### config.mk
export PLATFORM = sky130hd
export DESIGN_NAME = demux_vc
export DESIGN_NICKNAME = d
export VERILOG_FILES = /design/src/rtl/demux_vc_pkg.sv /design/src/rtl/vc_word_counter.sv /design/src/rtl/demux_vc.sv
export SDC_FILE = /design/constraint.sdc
export NUM_CORES = 1
export LEC_CHECK = 0
export BUFFER_PORTS_ARGS = -buffer_cell sky130_fd_sc_hd__buf_4
export CORE_MARGIN = 2
export CORE_UTILIZATION = 43
export CTS_CLUSTER_DIAMETER = 150
export CTS_CLUSTER_SIZE = 20
export DETAILED_ROUTE_END_ITERATION = 8
export PLACE_DENSITY = 0.73
export SYNTH_ARGS = -nofsm -noshare
export SYNTH_HDL_FRONTEND = slang
export SYNTH_SLANG_ARGS = --single-unit
### constraint.sdc
create_clock -name clk -period 3.35 [get_ports clk]
set_clock_uncertainty 0.15 [all_clocks]
set_input_delay 0.5025 -clock clk [delete_from_list [all_inputs] [get_ports clk]]
set_output_delay 0.5025 -clock clk [all_outputs]
set_load 0.005 [all_outputs]
### src/rtl/demux_vc_pkg.sv
// Definitions shared by the VC demux and the arbiter/mux on the other side of the VC FIFOs.
// Holds the FSM encoding, the default counter width and the VC ID field extraction helper.
package demux_vc_pkg;

    typedef enum logic {
        RUN  = 1'b0,
        HOLD = 1'b1
    } state_t;

    localparam int DEFAULT_CNT_W = 8;
    localparam int MAX_WORD_W    = 64;

    // VC ID sits in the top idw bits of a w-bit word; callers zero-extend the word to MAX_WORD_W.
    function automatic logic [31:0] vc_id(input logic [MAX_WORD_W-1:0] word, input int w, input int idw);
        logic [MAX_WORD_W-1:0] mask;
        mask  = (MAX_WORD_W'(1) << idw) - MAX_WORD_W'(1);
        vc_id = 32'((word >> (w - idw)) & mask);
    endfunction

endpackage

### src/rtl/vc_word_counter.sv
// Bank of NUM_VC free-running word counters, one increment strobe bit per VC.
// Latency: count updates on the edge that samples inc. No backpressure; counters wrap silently.
// Backpressure: none.
module vc_word_counter
    import demux_vc_pkg::*;
#(
    parameter int NUM_VC = 2,
    parameter int CNT_W  = DEFAULT_CNT_W
) (
    input  logic                    clk,
    input  logic                    reset_L,
    input  logic [NUM_VC-1:0]       inc,
    output logic [NUM_VC*CNT_W-1:0] cnt
);

    always_ff @(posedge clk) begin
        if (!reset_L) begin
            cnt <= '0;
        end else begin
            for (int k = 0; k < NUM_VC; k++) begin
                if (inc[k]) begin
                    cnt[k*CNT_W +: CNT_W] <= cnt[k*CNT_W +: CNT_W] + 1'b1;
                end
            end
        end
    end

endmodule

### src/rtl/demux_vc.sv
// Steers words from the shared ingress FIFO to per-VC FIFOs by the VC ID in each word's top bits.
// Latency: pop at cycle t, word on demux_data/vc_wr after edge t+2; one word per cycle sustained.
// Backpressure: a word for a paused VC is parked in a hold register and popping stops until it drains.
module demux_vc
    import demux_vc_pkg::*;
#(
    parameter int  BITNUMBER = 6,
    parameter int  NUM_VC    = 2,
    parameter int  CNT_W     = DEFAULT_CNT_W,
    localparam int ID_W      = $clog2(NUM_VC)
) (
    input  logic                    clk,
    input  logic                    reset_L,
    input  logic [BITNUMBER-1:0]    fifo_data_out,
    input  logic                    fifo_empty,
    input  logic [NUM_VC-1:0]       vc_pause,
    output logic                    fifo_rd,
    output logic [BITNUMBER-1:0]    demux_data,
    output logic [NUM_VC-1:0]       vc_wr,
    output logic                    stall,
    output logic [NUM_VC*CNT_W-1:0] vc_cnt
);

    state_t                state, state_n;
    logic                  rd_pending;
    logic [BITNUMBER-1:0]  hold_word, hold_word_n;
    logic [ID_W-1:0]       hold_id, hold_id_n;
    logic [ID_W-1:0]       id;
    logic [BITNUMBER-1:0]  data_n;
    logic [NUM_VC-1:0]     wr_n;

    assign id = ID_W'(vc_id(MAX_WORD_W'(fifo_data_out), BITNUMBER, ID_W));

    // The arriving word's own pause blocks the next pop in the same cycle, so at most one
    // word ever lands past a pause and it ends up in the hold register.
    always_comb begin
        fifo_rd = 1'b0;
        if (reset_L && !fifo_empty) begin
            if (state == RUN) begin
                fifo_rd = !(rd_pending && vc_pause[id]);
            end else begin
                fifo_rd = !vc_pause[hold_id];
            end
        end
    end

    always_comb begin
        state_n     = state;
        hold_word_n = hold_word;
        hold_id_n   = hold_id;
        data_n      = demux_data;
        wr_n        = '0;
        case (state)
            RUN: begin
                if (rd_pending) begin
                    if (!vc_pause[id]) begin
                        data_n   = fifo_data_out;
                        wr_n[id] = 1'b1;
                    end else begin
                        hold_word_n = fifo_data_out;
                        hold_id_n   = id;
                        state_n     = HOLD;
                    end
                end
            end
            HOLD: begin
                if (!vc_pause[hold_id]) begin
                    data_n        = hold_word;
                    wr_n[hold_id] = 1'b1;
                    state_n       = RUN;
                end
            end
            default: state_n = RUN;
        endcase
    end

    always_ff @(posedge clk) begin
        if (!reset_L) begin
            state      <= RUN;
            rd_pending <= 1'b0;
            hold_word  <= '0;
            hold_id    <= '0;
            demux_data <= '0;
            vc_wr      <= '0;
            stall      <= 1'b0;
        end else begin
            state      <= state_n;
            rd_pending <= fifo_rd;
            hold_word  <= hold_word_n;
            hold_id    <= hold_id_n;
            demux_data <= data_n;
            vc_wr      <= wr_n;
            stall      <= (state_n == HOLD);
        end
    end

    vc_word_counter #(
        .NUM_VC (NUM_VC),
        .CNT_W  (CNT_W)
    ) u_cnt (
        .clk     (clk),
        .reset_L (reset_L),
        .inc     (wr_n),
        .cnt     (vc_cnt)
    );

endmodule

==> results of run 1 <==
[cell usage after synthesis (2+ instances only)]
library cell  instances
a2111oi_4             3
buf_6                 2
nand4_1               2
clkbuf_1              6
mux2_2                6
dfxtp_1              32
nor3_1                2
mux2i_1              19
a2111oi_0             3
a211oi_1              8
inv_1                 7
nand2_1              25
o21ai_0               6
ha_1                  2
a21oi_1              11
nand2b_1             14
o211ai_1              4
nand3_1              14
a211o_1               4
and2_1                2
buf_1                 4
[metrics by stage]
step | power [mW] | util
3_5_place_dp | 0.490 | 0.524
6_report | 0.804 | 0.550
2_1_floorplan | 0.462 | -
4_1_cts | 0.812 | 0.550
3_3_place_gp | 0.489 | 0.524
5_1_grt | 0.840 | 0.550
[critical path, delay by kind of cell (launching register included)]
family / cells / cell delay (ns)
buffers and inverters: 1 / 0.14
AO/OA/AOI/OAI: 1 / 0.14
flip-flops: 1 / 0.66
AND/OR/NAND/NOR: 2 / 0.45
[layer usage]
layer | vias up | global-route usage | wire length (um)
met1 | 652 | 0.213 | 1620
met3 | 5 | 0.0422 | 145
met5 | - | 0 | 0
met2 | 32 | 0.238 | 1440
met4 | 0 | 0.0765 | 57
li1 | 723 | - | -
[area by class of cell]
cell class | instances | area [um2]
clock buffer | 7 | 96.3
fill | 373 | 1670
inverter | 7 | 26.3
multi-input combinational | 132 | 951
sequential | 32 | 641
tap | 48 | 60.1
timing repair buffer | 36 | 270
[sequential cells by signal (all words and copies together), names as in the netlist]
| name | count |
|---|---|
| rd_pending | 1 |
| hold_word | 6 |
| demux_data | 6 |
| u_cnt.cnt | 16 |
| state | 1 |
| vc_wr | 2 |
[kinds of logic (layout without fill, tap and decap cells)]
kind of cell / count (synthesis) / in the layout
adder cells (fa/ha/maj): 2 / 2
AO/OA/AOI/OAI: 41 / 41
multiplexers: 25 / 25
AND/OR/NAND/NOR: 64 / 64
flip-flops: 32 / 32
buffers and inverters: 20 / 50
[worst max-delay path by stage]
| stage | start | endpoint | slack (ns) |
|---|---|---|---|
| final | state$_SDFF_PN0_ | fifo_rd | 1.02 |
| after global routing | state$_SDFF_PN0_ | fifo_rd | 0.89 |
| after CTS | state$_SDFF_PN0_ | fifo_rd | 0.99 |
| after detailed placement | vc_pause[1] | fifo_rd | 1.07 |
| after global placement | vc_pause[0] | fifo_rd | 1.07 |
| after floorplan | fifo_data_out[5] | fifo_rd | 1.35 |
[power by group]
part / switching [mW] / internal [mW] / total, mW
registers: 0.00896 / 0.390 / 0.399
clock network: 0.140 / 0.183 / 0.322
logic: 0.0455 / 0.0368 / 0.0824
==> flow_summary.ini, run 1 <==
[finish]
fin_area_mm2 = 0.00204
area_growth_pct = 21.5
layout_commonest_cell = buf_4
fin_cells = 262
diodes = 0
nNetsFinal = 227
layout_common_cells = buf_4 (36), dfxtp_1 (32), nand2_1 (25)
drive_gt1_frac = 0.252

[job]
drv_cap = 0

[synthesis]
synth_area_leaders = dfxtp_1 (38%), mux2i_1 (11%), nand2_1 (5.6%)
syn_nets = 197
async_flop_share = 0
seq_area_frac_synth = 0.381
synth_top_family_by_area = compound AO/OA/AOI/OAI gates
synth-compound-area-share = 0.201
syn_avg_cell_area_um2 = 9.15
syn_inst = 184
ys.flop_type = dfxtp_1
synth_area_mm2 = 0.00168
synth_cell_types = 29
synth-simple-area-share = 0.196
synth_mux_area_frac = 0.153
synth_top_area_frac = 0.381
synth_warnings = 0
synth_top_area_cell = dfxtp_1
synth_edf_count = 0
synth-seq-cells = 32
synthXorXnorAreaFrac = 0
synth_fa_ha_area_frac = 0.0149

[sta]
max_freq_ghz = 0.429
period_share = 0.696
max_slew.worst_pin.slew_ns = 0.570
rsz0062_at_grt = false
fin_tns_setup_ns = 0
worst_slack_ns = 1.02
finalSetupViolCount = 0
relSlewSlack = 0.610
hold_viol_final = 0
whs_ns = 0.239
finalCriticalPeriod_ns = 2.33
slew_viol_final = 0

[placement]
io_buffers = 36
gp_congestion = 0.772
dpl.hpwl_um = 2290
preCtsSetupSlack_ns = 1.07
dp_cells = 255
placed_cell_area_mm2 = 0.00195

[drt]
firstDrtPassIters = 4
wl_per_cell_um = 12.4
drtIter0Drc = 49
drt_wl_total_um = 3260
drt-vias-per-instance = 5.39
via_count = 1412
route.detailed.drc = 0
drt.antenna.violating_nets = 0

[clock_network]
cts_tree = done
ctsResizeCount = 0
clockRootBuffer = clkbuf_8
clock_sinks = 32
clock_latency_ns = 0.28
cts_max_level = 2
ctsHoldBuffers = 0
clkTransAtPathRegs_ns = 0.06
cts_buffers = 5
cts_max_path_buffers = 2
cts_setup_buffers = 0

[global_routing]
grt_pass1_wl_um = 5420
grt-ovfl-total = 0
grt_pass1_vias = 1210
antenna_found_initial = 0
grt_max_degree = 38
track_usage = 0.160

[outcome]
status = finished, final reports clean

[hold_path]
hold_end = rd_pending$_SDFF_PN0_
hold_class = in -> reg
whs_path_depth = 2
hold_start = fifo_empty

[floorplan]
rows = 22
start_util = 0.453
die_y_um = 66.6
fp.dieW_um = 66.6
placeableCoreArea_mm2 = 0.00372
dieArea_mm2 = 0.00443
num_io_pins = 37

[critical_path]
endpoint_kind = output port
worstReg2RegEnd = u_cnt.cnt[15]$_SDFFE_PN0P_
crit_fanout = 16
cp.required_ns = 2.70
reg2reg_slack_ns = 1.26
slowest_delay_ns = 0.66
worstSetupPathType = reg -> out
r2r-start = state$_SDFF_PN0_
cp_slowest_cell = dfxtp_1
r2r_cells = 3
crit_arrival_ns = 1.68
worstPathCellList = nand2b_1 -> o22ai_1 -> nor3_1 -> buf_4
cp-start-kind = flip-flop

[power_and_ir_drop]
p_leak_nw = 0.750
ir_drop_v = 0.000271
power_density_mw_per_mm2 = 393
No activity file was read; power rests on OpenSTA's default activity.
==> run 2, diff against run 1 <==
--- a/config.mk
+++ b/config.mk
@@ -5,13 +5,14 @@
 export SDC_FILE = /design/constraint.sdc
 export NUM_CORES = 1
 export LEC_CHECK = 0
+export ABC_AREA = 1
 export BUFFER_PORTS_ARGS = -buffer_cell sky130_fd_sc_hd__buf_4
 export CORE_MARGIN = 2
 export CORE_UTILIZATION = 43
 export CTS_CLUSTER_DIAMETER = 150
 export CTS_CLUSTER_SIZE = 20
 export DETAILED_ROUTE_END_ITERATION = 8
-export PLACE_DENSITY = 0.73
+export PLACE_DENSITY = 0.76
 export SYNTH_ARGS = -nofsm -noshare
 export SYNTH_HDL_FRONTEND = slang
 export SYNTH_SLANG_ARGS = --single-unit
==> constraint.sdc (replaced) <==
create_clock -name clk -period 1.9 [get_ports clk]
set_clock_uncertainty 0.15 [all_clocks]
set_input_delay 0.285 -clock clk [delete_from_list [all_inputs] [get_ports clk]]
set_output_delay 0.285 -clock clk [all_outputs]
set_load 0.005 [all_outputs]
==> run 2 against run 1 <==
Effect of this change:
- synthesized area decreased by 11%
- die area is 10% lower
- critical path type unchanged
- sequential share of layout area rose by 2.5 points
- clock power rose by 64%
- register-to-register slack got worse by 0.84 ns
- sequential cell count did not move
==> flow_summary.ini, run 2 <==
[clock_network]
cts_max_level = 2
cts_buffers = 5
cts_max_path_buffers = 2
cts_setup_buffers = 0
clock_sinks = 32
clock_latency_ns = 0.34
cts_tree = done
clockRootBuffer = clkbuf_4
clkTransAtPathRegs_ns = 0.11

[synthesis]
synth_common_cells = nand2_1 (60), nor2_1 (47), dfxtp_1 (32)
synth-simple-area-share = 0.375
synthXorXnorAreaFrac = 0.0175
syn_inst = 220
synth_top_area_cell = dfxtp_1
synth_cell_types = 24
synth-compound-area-share = 0.0792
synth_area_leaders = dfxtp_1 (43%), nand2_1 (15%), nor2_1 (12%)
synth-seq-cells = 32
synth_warnings = 0
syn_nets = 233
async_flop_share = 0
synth_fa_ha_area_frac = 0.0167
synth_top_family_by_area = simple AND/OR/NAND/NOR gates
seq_area_frac_synth = 0.427
synth_area_mm2 = 0.00150
synth_mux_area_frac = 0
ys.flop_type = dfxtp_1
yosysMostFrequentCell = nand2_1
synth_edf_count = 0
syn_avg_cell_area_um2 = 6.82
synth_top_area_frac = 0.427

[critical_path]
cp.required_ns = 1.46
cp-start-kind = flip-flop
crit_fanout = 8
endpoint_kind = output port
worstSetupPathType = reg -> out
cp_slowest_cell = dfxtp_2
slowest_delay_ns = 0.45
crit_arrival_ns = 1.32
worstPathCellList = inv_2 -> nand4_2 -> nand3_1 -> nor2_1 -> buf_4

[power_and_ir_drop]
ir_drop_v = 0.000478
power_density_mw_per_mm2 = 742
power_mw = 1.41
p_leak_nw = 0.904

[floorplan]
placeableCoreArea_mm2 = 0.00334
fp.dieW_um = 63.1
dieArea_mm2 = 0.00398
rows = 21
num_io_pins = 37
start_util = 0.450
die_y_um = 63.1

[finish]
top_register = u_cnt.cnt
diodes = 0
layout_commonest_cell = nand2_1
drive_gt1_frac = 0.218
layout_common_cells = nand2_1 (60), nor2_1 (47), buf_4 (38)
area_growth_pct = 26.2
largest_reg_flops = 16
reg_top3 = u_cnt.cnt (16), demux_data (6), hold_word (6)
nNetsFinal = 274

[sta]
fin_tns_setup_ns = 0
hold_viol_final = 0
period_share = 0.924
rsz0062_at_grt = false
finalSetupViolCount = 0
relSlewSlack = 0.741
slew_viol_final = 0
finalCriticalPeriod_ns = 1.76
max_freq_ghz = 0.570
max_slew.worst_pin.slew_ns = 0.387

[hold_path]
hold_class = in -> reg

[drt]
dr_wl_met2_um = 1470
wl_met3_um = 169
met1_length_um = 1590
drt_wl_total_um = 3320
top_layer_used = met4
drt.antenna.violating_nets = 0
drtIter0Drc = 82
drt-vias-per-instance = 4.76
via_count = 1465
wl_per_cell_um = 10.8
firstDrtPassIters = 4
route.detailed.drc = 0

[placement]
dpl.hpwl_um = 2240
gp_congestion = 0.804
io_buffers = 36

[global_routing]
grt-ovfl-total = 0
track_usage = 0.182
grt_pass1_vias = 1290
antenna_found_initial = 0
grt_max_degree = 25
grt_pass1_wl_um = 5580

[outcome]
status = finished, final reports clean

[job]
drv_cap = 0
## run 2: cell count changes after synthesis, moves of 6 or more
cell	previous run	this run
a211oi_1	8	0
mux2i_1	19	0
nor2_1	0	47
mux2_2	6	0
nand2b_1	14	0
inv_1	7	20
nand2_1	25	60
## run 2: power breakdown
group	internal [mW]	switching [mW]	leakage [nW]
Clock	0.274	0.254	0.0412
Sequential	0.697	0.0199	0.260
Combinational	0.0714	0.0892	0.602
Total	1.04	0.363	0.904
## run 2: cells by family after synthesis
family,count (synthesis)
AOI/OAI and AO/OA,23
xor gates and xnor gates,3
adders and majority gates,2
buffers and inverters,28
DFF,32
and+or+nand+nor,132
## run 2: routing by layer
metal  vias up  track usage
met5         -            0
met4         0        0.108
met3         9       0.0607
met2        37        0.285
met1       648        0.215
li1        771            -
## run 2: final timing paths
check / startpoint / to / slack [ns] / cells after the start
max reg2reg: state$_SDFF_PN0_ / u_cnt.cnt[0]$_SDFFE_PN0P_ / 0.42 / 6
max: state$_SDFF_PN0_ / fifo_rd / 0.14 / 5
min reg2reg: hold_word[3]$_SDFFE_PN0P_ / hold_word[3]$_SDFFE_PN0P_ / 0.34 / 2
min: fifo_data_out[1] / hold_word[1]$_SDFFE_PN0P_ / 0.06 / 3
## run 2: cell type report
class,instances,area (um2)
flip-flops and latches,32,642
inverters,23,86.3
multi-input cells,160,733
clock inverters,3,42.5
fillers,332,1440
clock buffers,5,37.5
well taps,46,57.6
repair buffers,39,295
## run 2: through the flow
step                cells  instance area (um2)  hold slack [ns]  setup WS, ns  utilization
floorplan             220                 1500            0.207         0.605            -
global placement      299                 1800            0.303         0.396        0.540
detailed placement    299                 1800            0.304         0.319        0.540
CTS                   308                 1890           0.0499         0.133        0.568
global route          308                 1890           0.0525        0.0415        0.568
finish                308                 1890           0.0552         0.144        0.568
## run 2: repair_timing
action | 4_1_cts | 5_1_grt
setup endpoints to repair | 1 | 0
resized for setup | 1 | 0
hold endpoints to repair | 1 | 0
hold buffers | 1 | 0
## run 2: worst max-delay path, delay by kind of cell, from the launching register on
| kind | cells | cell delay (ns) |
|---|---|---|
| simple gates | 3 | 0.30 |
| flops | 1 | 0.45 |
| buf+inv | 2 | 0.22 |
==> run 3, diff against run 2 <==
--- a/config.mk
+++ b/config.mk
@@ -5,14 +5,14 @@
 export SDC_FILE = /design/constraint.sdc
 export NUM_CORES = 1
 export LEC_CHECK = 0
-export ABC_AREA = 1
 export BUFFER_PORTS_ARGS = -buffer_cell sky130_fd_sc_hd__buf_4
 export CORE_MARGIN = 2
 export CORE_UTILIZATION = 43
 export CTS_CLUSTER_DIAMETER = 150
 export CTS_CLUSTER_SIZE = 20
 export DETAILED_ROUTE_END_ITERATION = 8
-export PLACE_DENSITY = 0.76
+export PLACE_DENSITY = 0.75
+export SKIP_LAST_GASP = 1
 export SYNTH_ARGS = -nofsm -noshare
 export SYNTH_HDL_FRONTEND = slang
 export SYNTH_SLANG_ARGS = --single-unit
==> run 3 against run 2 <==
Effect of this change:
- worst setup slack worse by 0.058 ns
- sequential cell count stayed put
- final cell count is 11% lower
- critical path type unchanged
- largest cell class unchanged
==> flow_summary.ini, run 3 (synthesis results as in run 1) <==
[global_routing]
grt_max_degree = 37
antenna_found_initial = 0
grt_pass1_wl_um = 6070
track_usage = 0.181
grt_pass1_vias = 1342
grt-ovfl-total = 0

[finish]
drive_gt1_frac = 0.313
fillers = 345
area_growth_pct = 28.1
register_area_um2 = 646
utilization = 0.580
layout_commonest_cell = buf_4
multi_input_area_um2 = 975
layout_common_cells = buf_4 (48), dfxtp_1 (30), nand2_1 (25)
largest_reg_flops = 16
top_register = u_cnt.cnt
reg_top3 = u_cnt.cnt (16), demux_data (6), hold_word (6)
fin_area_mm2 = 0.00216
diodes = 0
nNetsFinal = 240

[job]
drv_cap = 0

[sta]
hold_viol_final = 0
fin_tns_setup_ns = 0
max_slew.worst_pin.slew_ns = 0.573
slew_viol_final = 0
finalCriticalPeriod_ns = 1.81
max_freq_ghz = 0.551
finalSetupViolCount = 0
period_share = 0.954
relSlewSlack = 0.618

[clock_network]
clockRootBuffer = clkbuf_8
clkTransAtPathRegs_ns = 0.06
cts_setup_buffers = 0
clock_latency_ns = 0.29
cts_buffers = 5
cts_tree = done
cts_max_path_buffers = 2
ctsHoldBuffers = 0
clock_sinks = 32
cts_max_level = 2

[drt]
route.detailed.drc = 0
drt-vias-per-instance = 5.31
drt_wl_total_um = 3660
wl_per_cell_um = 13.3
firstDrtPassIters = 4
via_count = 1460
drtIter0Drc = 97
drt.antenna.violating_nets = 0

[critical_path]
cp_slowest_cell = dfxtp_4
endpoint_kind = output port
worstSetupPathType = reg -> out
worstPathCellList = buf_6 -> nand2b_1 -> o22ai_2 -> nor3_2 -> buf_4
cp.required_ns = 1.46
path_buf_inv = 2
crit_arrival_ns = 1.38
crit_family = flip-flops
slowest_delay_ns = 0.38
crit_fanout = 10
cp-start-kind = flip-flop

[floorplan]
fp.dieW_um = 66.6
rows = 22
dieArea_mm2 = 0.00443
num_io_pins = 37
start_util = 0.453
placeableCoreArea_mm2 = 0.00372
die_y_um = 66.6

[outcome]
status = finished, final reports clean

[placement]
placed_cell_area_mm2 = 0.00205
io_buffers = 36
dpl.hpwl_um = 2600
gp_congestion = 0.807

[hold_path]
hold_class = in -> reg

[power_and_ir_drop]
power_density_mw_per_mm2 = 635
ir_drop_v = 0.000421
p_leak_nw = 0.811
power_mw = 1.37
[run 3: cell types whose count changed in the layout (fill, tap and decap cells not counted), moves of 6 or more]
cell      delta
nor2_1      -47
a211oi_1     +8
mux2i_1     +18
inv_1       -13
nand2_1     -35
mux2_2       +6
buf_4       +10
nand2b_1    +14
[run 3: final cells by class]
class                           instances  share of cell area
Sequential cell                        32               0.299
Clock buffer                            6              0.0337
Timing Repair Buffer                   49               0.172
Tap cell                               48              0.0279
Multi-Input combinational cell        132               0.452
Inverter                                7              0.0122
Clock inverter                          1             0.00232
[run 3: what timing repair did]
action	in CTS	in global routing
setup endpoints to repair	1	1
pin swaps	0	1
gates resized for setup	1	7
[run 3: report_power, final]
group	switching (mW)	internal, mW	total, mW
sequential	0.0137	0.687	0.701
clock	0.243	0.249	0.491
combinational	0.0930	0.0845	0.177
total	0.349	1.02	1.37
[run 3: path summary, 6_finish.rpt]
kind | from | to | slack [ns] | cells past startpoint
worst max-delay path | state$_SDFF_PN0_ | fifo_rd | 0.09 | 5
worst min-delay path | fifo_empty | rd_pending$_SDFF_PN0_ | 0.02 | 2
worst max register to register | state$_SDFF_PN0_ | u_cnt.cnt[7]$_SDFFE_PN0P_ | 0.15 | 3
worst min register to register | demux_data[5]$_SDFFE_PN0P_ | demux_data[5]$_SDFFE_PN0P_ | 0.31 | 2
[run 3: worst reg2reg max path: cells and delay by family, from the launching register on]
family / cells / cell delay [ns]
AND/OR/NAND/NOR: 1 / 0.54
AO/OA/AOI/OAI: 1 / 0.42
flip-flops: 1 / 0.37
multiplexers: 1 / 0.21
[run 3: per-layer routing]
metal / up-vias / track usage / wire length [um]
met3: 6 / 0.0574 / 205
met1: 673 / 0.220 / 1630
met5: - / 0 / 0
met4: 0 / 0.0765 / 55
met2: 34 / 0.294 / 1770
li1: 747 / - / -
[run 3: through the flow]
stage                     hold WS, ns  cells  setup slack [ns]
final                          0.0223    275            0.0867
after global routing           0.0170    275          -0.00144
after CTS                     0.00250    275            0.0145
after detailed placement        0.299    268            0.0720
after global placement          0.298    268             0.109
after floorplan                 0.212    184             0.223
